--- config.mk ---
export PLATFORM = sky130hd
export DESIGN_NAME = attn_pair_driver
export DESIGN_NICKNAME = d
export VERILOG_FILES = /design/src/rtl/attn_pair_driver.sv
export SDC_FILE = /design/constraint.sdc
export NUM_CORES = 1
export LEC_CHECK = 0
export ABC_AREA = 1
export CAP_MARGIN = 15
export CORE_UTILIZATION = 57
export CTS_CLUSTER_SIZE = 20
export DETAILED_ROUTE_END_ITERATION = 8
export DONT_BUFFER_PORTS = 1
export PLACE_DENSITY_LB_ADDON = 0.12
export SYNTH_ARGS = -nofsm -noshare
export SYNTH_HDL_FRONTEND = slang
export SYNTH_SLANG_ARGS = --single-unit
--- constraint.sdc ---
create_clock -name clk -period 1.9 [get_ports clk]
set_input_delay 0.285 -clock clk [delete_from_list [all_inputs] [get_ports clk]]
set_output_delay 0.285 -clock clk [all_outputs]
set_load 0.05 [all_outputs]
--- src/rtl/attn_pair_driver.sv ---
// attn_pair_driver: host-side transmitter for the attention-engine byte-pair stream.
// A loaded query vector is interleaved with streamed key vectors (q0,k0,q1,k1,...),
// one exp() result is collected per key and forwarded as a score beat, with
// score_last marking the final key of the query.
// Optional build macro ATTN_DRV_SUM_EN adds score_sum, the running sum of accepted
// results (softmax denominator), valid while score_vld & score_last.
module attn_pair_driver #(
   parameter int N_FEAT   = 4,
   parameter int N_KEYS   = 4,
   parameter int RES_SKIP = 2
) (
   input  logic       clk,
   input  logic       rst,
   input  logic       q_vld,
   output logic       q_rdy,
   input  logic [7:0] q_data,
   input  logic       k_vld,
   output logic       k_rdy,
   input  logic [7:0] k_data,
   output logic       eng_vld,
   input  logic       eng_rdy,
   output logic [7:0] eng_data,
   input  logic       res_vld,
   output logic       res_rdy,
   input  logic [8:0] res_data,
   output logic       score_vld,
   input  logic       score_rdy,
   output logic [8:0] score_data,
   output logic       score_last,
   output logic       busy
`ifdef ATTN_DRV_SUM_EN
   ,
   output logic [8+$clog2(N_KEYS):0] score_sum
`endif
);

   localparam int FW = (N_FEAT > 1) ? $clog2(N_FEAT) : 1;
   localparam int KW = (N_KEYS > 1) ? $clog2(N_KEYS) : 1;
   localparam int SW = (RES_SKIP > 0) ? $clog2(RES_SKIP + 1) : 1;

   localparam logic [2:0] ST_LOADQ   = 3'd0;
   localparam logic [2:0] ST_SEND    = 3'd1;
   localparam logic [2:0] ST_HOLDOFF = 3'd2;
   localparam logic [2:0] ST_WAIT    = 3'd3;
   localparam logic [2:0] ST_EMIT    = 3'd4;

   logic [2:0]    state_r;
   logic [FW-1:0] feat_idx_r;
   logic          phase_r;
   logic [KW-1:0] key_cnt_r;
   logic [SW-1:0] skip_cnt_r;
   logic [7:0]    q_mem_r [N_FEAT];
   logic          eng_hs_s;

   assign eng_hs_s = eng_vld & eng_rdy;

   // Handshake steering: query port in LOADQ, q/k byte mux in SEND, result port in WAIT.
   always_comb begin
      q_rdy    = 1'b0;
      k_rdy    = 1'b0;
      eng_vld  = 1'b0;
      eng_data = 8'h00;
      res_rdy  = 1'b0;
      case (state_r)
         ST_LOADQ: begin
            q_rdy = 1'b1;
         end
         ST_SEND: begin
            if (!phase_r) begin
               eng_vld  = 1'b1;
               eng_data = q_mem_r[feat_idx_r];
            end else begin
               // key bytes pass straight through; no key storage in this block
               eng_vld  = k_vld;
               eng_data = k_data;
               k_rdy    = eng_rdy;
            end
         end
         ST_WAIT: begin
            res_rdy = 1'b1;
         end
         default: begin
            q_rdy = 1'b0;
         end
      endcase
      busy = (state_r != ST_LOADQ);
   end

   // Control state machine, query store and registered score outputs.
   always_ff @(posedge clk or posedge rst) begin
      if (rst) begin
         state_r    <= ST_LOADQ;
         feat_idx_r <= {FW{1'b0}};
         phase_r    <= 1'b0;
         key_cnt_r  <= {KW{1'b0}};
         skip_cnt_r <= {SW{1'b0}};
         score_vld  <= 1'b0;
         score_last <= 1'b0;
         score_data <= 9'h000;
         for (int i = 0; i < N_FEAT; i++) begin
            q_mem_r[i] <= 8'h00;
         end
      end else begin
         case (state_r)
            ST_LOADQ: begin
               if (q_vld) begin
                  q_mem_r[feat_idx_r] <= q_data;
                  if (feat_idx_r == FW'(N_FEAT - 1)) begin
                     feat_idx_r <= {FW{1'b0}};
                     phase_r    <= 1'b0;
                     key_cnt_r  <= {KW{1'b0}};
                     state_r    <= ST_SEND;
                  end else begin
                     feat_idx_r <= feat_idx_r + FW'(1);
                  end
               end else begin
                  state_r <= ST_LOADQ;
               end
            end
            ST_SEND: begin
               if (eng_hs_s) begin
                  phase_r <= ~phase_r;
                  if (phase_r) begin
                     if (feat_idx_r == FW'(N_FEAT - 1)) begin
                        feat_idx_r <= {FW{1'b0}};
                        skip_cnt_r <= SW'(RES_SKIP);
                        state_r    <= ST_HOLDOFF;
                     end else begin
                        feat_idx_r <= feat_idx_r + FW'(1);
                     end
                  end else begin
                     feat_idx_r <= feat_idx_r;
                  end
               end else begin
                  state_r <= ST_SEND;
               end
            end
            ST_HOLDOFF: begin
               // engine valid from the previous vector may still be high; ignore it
               if (skip_cnt_r <= SW'(1)) begin
                  skip_cnt_r <= {SW{1'b0}};
                  state_r    <= ST_WAIT;
               end else begin
                  skip_cnt_r <= skip_cnt_r - SW'(1);
               end
            end
            ST_WAIT: begin
               if (res_vld) begin
                  score_data <= res_data;
                  score_last <= (key_cnt_r == KW'(N_KEYS - 1));
                  score_vld  <= 1'b1;
                  state_r    <= ST_EMIT;
               end else begin
                  state_r <= ST_WAIT;
               end
            end
            ST_EMIT: begin
               if (score_rdy) begin
                  score_vld <= 1'b0;
                  if (score_last) begin
                     state_r <= ST_LOADQ;
                  end else begin
                     key_cnt_r <= key_cnt_r + KW'(1);
                     state_r   <= ST_SEND;
                  end
               end else begin
                  state_r <= ST_EMIT;
               end
            end
            default: begin
               state_r <= ST_LOADQ;
            end
         endcase
      end
   end

`ifdef ATTN_DRV_SUM_EN
   localparam int SUMW = 9 + $clog2(N_KEYS);
   logic [SUMW-1:0] sum_r;

   // Softmax denominator: cleared while loading a query, adds each accepted result.
   always_ff @(posedge clk or posedge rst) begin
      if (rst) begin
         sum_r <= {SUMW{1'b0}};
      end else if (state_r == ST_LOADQ) begin
         sum_r <= {SUMW{1'b0}};
      end else if ((state_r == ST_WAIT) && res_vld) begin
         sum_r <= sum_r + SUMW'(res_data);
      end else begin
         sum_r <= sum_r;
      end
   end

   assign score_sum = sum_r;
`endif

endmodule
==> results of run 1 <==
power by group through the flow:
stage	Clock (W)	Sequential, W	Combinational (W)
2_1_floorplan	0	0.00228	0.00220
3_3_place_gp	0	0.00234	0.00313
3_5_place_dp	0	0.00235	0.00320
4_1_cts	0.000647	0.00232	0.00337
5_1_grt	0.000687	0.00240	0.00392
6_report	0.000631	0.00235	0.00363
final cells by class:
class	instances	share of cell area, %
Clock buffer	6	2.19
Clock inverter	2	0.454
Inverter	36	4.23
Multi-Input combinational cell	207	38.5
Sequential cell	53	40.1
Tap cell	52	1.97
Timing Repair Buffer	36	12.5
critical path: cells and delay by family (launching register included):
kind | cells | cell delay (ns)
AO/OA/AOI/OAI | 2 | 0.28
buffers and inverters | 3 | 0.39
flip-flops | 1 | 0.40
AND/OR/NAND/NOR | 1 | 0.25
how the worst max path moves through the flow:
stage	start	endpoint	slack, ns
after floorplan	phase_r	eng_data[3]	-0.06
after global placement	state_r[0]	eng_data[2]	0.30
after detailed placement	state_r[0]	eng_data[3]	0.22
after CTS	state_r[1]	eng_data[0]	-0.006
after global routing	feat_idx_r[0]	eng_data[5]	-0.09
final	state_r[0]	eng_data[3]	-0.03
timing repair:
action,in CTS,in global routing
gates cloned,1,0
setup buffers,4,5
pin swaps,3,5
endpoints found under the hold margin,24,0
gates resized for setup,14,25
endpoints found under the setup margin,8,10
hold buffers,1,0
cells by family after synthesis:
logic type,Yosys count,share of synthesized area (%)
muxes,11,5.62
and+or+nand+nor,101,17.7
DFF,53,48.9
AOI/OAI and AO/OA,90,17.4
buffers and inverters,49,8.16
adders and majority gates,5,2.31
per-stage QoR:
stage / TNS, ns / area (sq um) / total power [W]
5_1_grt: -0.485 / 3310 / 0.00700
3_3_place_gp: 0 / 3060 / 0.00546
4_1_cts: -0.0102 / 3220 / 0.00634
3_5_place_dp: 0 / 3060 / 0.00555
2_1_floorplan: -0.0556 / 2770 / 0.00448
6_report: -0.0532 / 3310 / 0.00661
layer usage:
layer  vias to the layer above  wire length (um)  track usage [%]
met5                         -                 0                0
met4                         0               116             9.56
met3                        14               514             7.69
met2                       102              3190             43.9
met1                      1100              2750             36.3
li1                       1077                 -                -
state kept, by name, summed over array words and instances (netlist names):
name and cells:
feat_idx_r 2, key_cnt_r 2, phase_r 1, q_mem_r 32, score_data 9, score_last 1, score_vld 1, skip_cnt_r 2
state_r 3
cell usage after synthesis:
| library cell | instances |
|---|---|
| nor2_8 | 2 |
| buf_6 | 3 |
| buf_4 | 3 |
| nand3_2 | 1 |
| a21oi_1 | 17 |
| ha_1 | 5 |
| inv_1 | 33 |
| nand4_1 | 3 |
| nand3_1 | 7 |
| a31oi_1 | 8 |
| o21ai_0 | 61 |
| mux2_4 | 8 |
| dfrtp_1 | 53 |
| buf_2 | 3 |
| nand3b_1 | 1 |
| nor2_1 | 4 |
| o21ai_1 | 3 |
| nor2_4 | 4 |
| nand2_2 | 3 |
| clkinv_1 | 3 |
| mux2i_1 | 1 |
| mux2_2 | 2 |
| o21ai_4 | 1 |
| nor3_1 | 3 |
| nand2_1 | 73 |
| clkbuf_1 | 4 |
==> key figures, run 1 <==
Global route
  • Total GRT Usage: 27.5%
  • Initial antenna violation count: 0
  • Total grt overflow: 0
  • First-pass GRT wire length: 10,500 um
  • Pin count of the biggest net entering global routing: 30
  • Vias in the first global route: 2,218

Finish
  • Antenna Cells: 0
  • Fraction of layout cells with a size suffix above 1: 25.6%
  • Fin cells: 392
  • Layout overhead on the synthesized area: 22.0%
  • Area occupied by multi-input gates: 0.00128 sq mm
  • Commonest non-fill, non-tap cell in the layout: nand2_1
  • Register area: 0.00133 sq mm
  • Fillers: 311
  • Commonest non-fill, non-tap cells in the layout: nand2_1 (72), dfrtp_1 (51), o21ai_0 (46)
  • Final Util: 74.0%
  • # nets final: 376

Power
  • Pwr dens: 2000 mW/mm^2
  • Clock share of power: 9.5%
  • Switch Pwr: 0.00324 W
  • Max IR drop VDD: 1180 uV
  • Sw frac: 49.0%
  • Internal Power: 0.00337 W
  • Combinational share of power: 54.9%
  • Leak Pwr: 1.59 nW
  • Seq pwr share: 35.5%

Placement
  • Dpl hpwl: 4290 um
  • I/O Buffers: 0
  • Placed cells: 373
  • Final GP Congestion: 0.872
  • Place WS: 0.222 ns

Setup path
  • Cells along the critical path: inv_4 > nor3_4 > buf_6 > o21ai_2 > a31oi_2 > buf_12
  • R2r worst-path depth: 7
  • Max incr delay on CP: 0.40 ns
  • Worst EP arrival: 1.64 ns
  • Critical path fanouts, max: 5
  • CP Launch Type: flop
  • Worst endpoint required time: 1.62 ns
  • CP Class: flop to primary output
  • CP Capture Type: primary output
  • Worst R2R Setup Slack: 0.17 ns
  • Slowest cell on crit path: dfrtp_2
  • RR Startpoint: state_r[0]
  • FF-to-FF End: q_mem_r[2]

Status
  • Failing checks: negative setup slack
  • Run status: finished with violations

Clock tree
  • Register clock-pin slew on the reported worst setup and hold paths: 0.10 ns
  • Worst-Skew Late Latency: 0.31 ns
  • Clock root cell: clkbuf_8
  • Sink Count: 53
  • CTS buffer count: 5
  • Number of H-tree levels: 2
  • Maximum clock path buffer count: 2
  • TritonCTS clock tree: done

Hold path
  • Hold Path End: state_r[2]
  • Critical hold path startpoint: score_rdy
  • Worst hold path class: input pin to flop
  • Hold Path Stages: 1

Floorplanning
  • Row Count: 24
  • DIE AREA: 0.00504 sq mm
  • Starting density of the core: 60.7%
  • DIE WIDTH: 71 um
  • Core area: 0.00447 sq mm
  • Die Height: 71 um
  • Boundary Pins: 56

STA
  • RSZ-0062 raised after global routing: true
  • Setup violations, final: 6
  • Min Hold Slack: 0.0741 ns
  • Worst Tran Pin Value: 0.532 ns
  • Final hold vios: 0
  • Period minus WS final: 1.93 ns
  • Skew final: 0.00804 ns
  • Max-slew violation count: 0
  • Worst setup margin: -0.0254 ns
  • Maximum clock rate: 519 MHz
  • Final period util: 101%
  • Slew HR: 64.5%

Flow run
  • Max Cap Viol: 0

Yosys
  • Syn Nets: 346
  • Mapped Area: 0.00271 sq mm
  • Yosys top cell area share: 48.9%
  • Yosys top cell by area: dfrtp_1
  • Register area share after synthesis: 48.9%
  • Distinct cells, synth: 26
  • Synth Register Bits: 53
  • Mean Syn Cell Area: 8.78 sq um
  • Synth warn: 0
  • Mapped Cells: 309
  • Dominant cells by area after synthesis: dfrtp_1 (49%), o21ai_0 (11%), nand2_1 (10%), inv_1 (4.6%), mux2_4 (4.4%)

Route
  • Vias per cell: 5.85
  • TritonRoute pass-1 iters: 6
  • Routed vias: 2,293
  • Starting DRT DRC Count: 159
  • Total Wirelength: 6570 um
  • # DRC: 0
  • Antenna viol nets, final: 0
  • WL per Instance: 16.8 um
No activity file was read; power rests on OpenSTA's default activity.
==> run 2: changes to the inputs <==
ABC_CLOCK_PERIOD_IN_PS = 1900   (was unset)
==> results of run 2 <==
Final layout, timing and power as in run 1 (identical DEF).
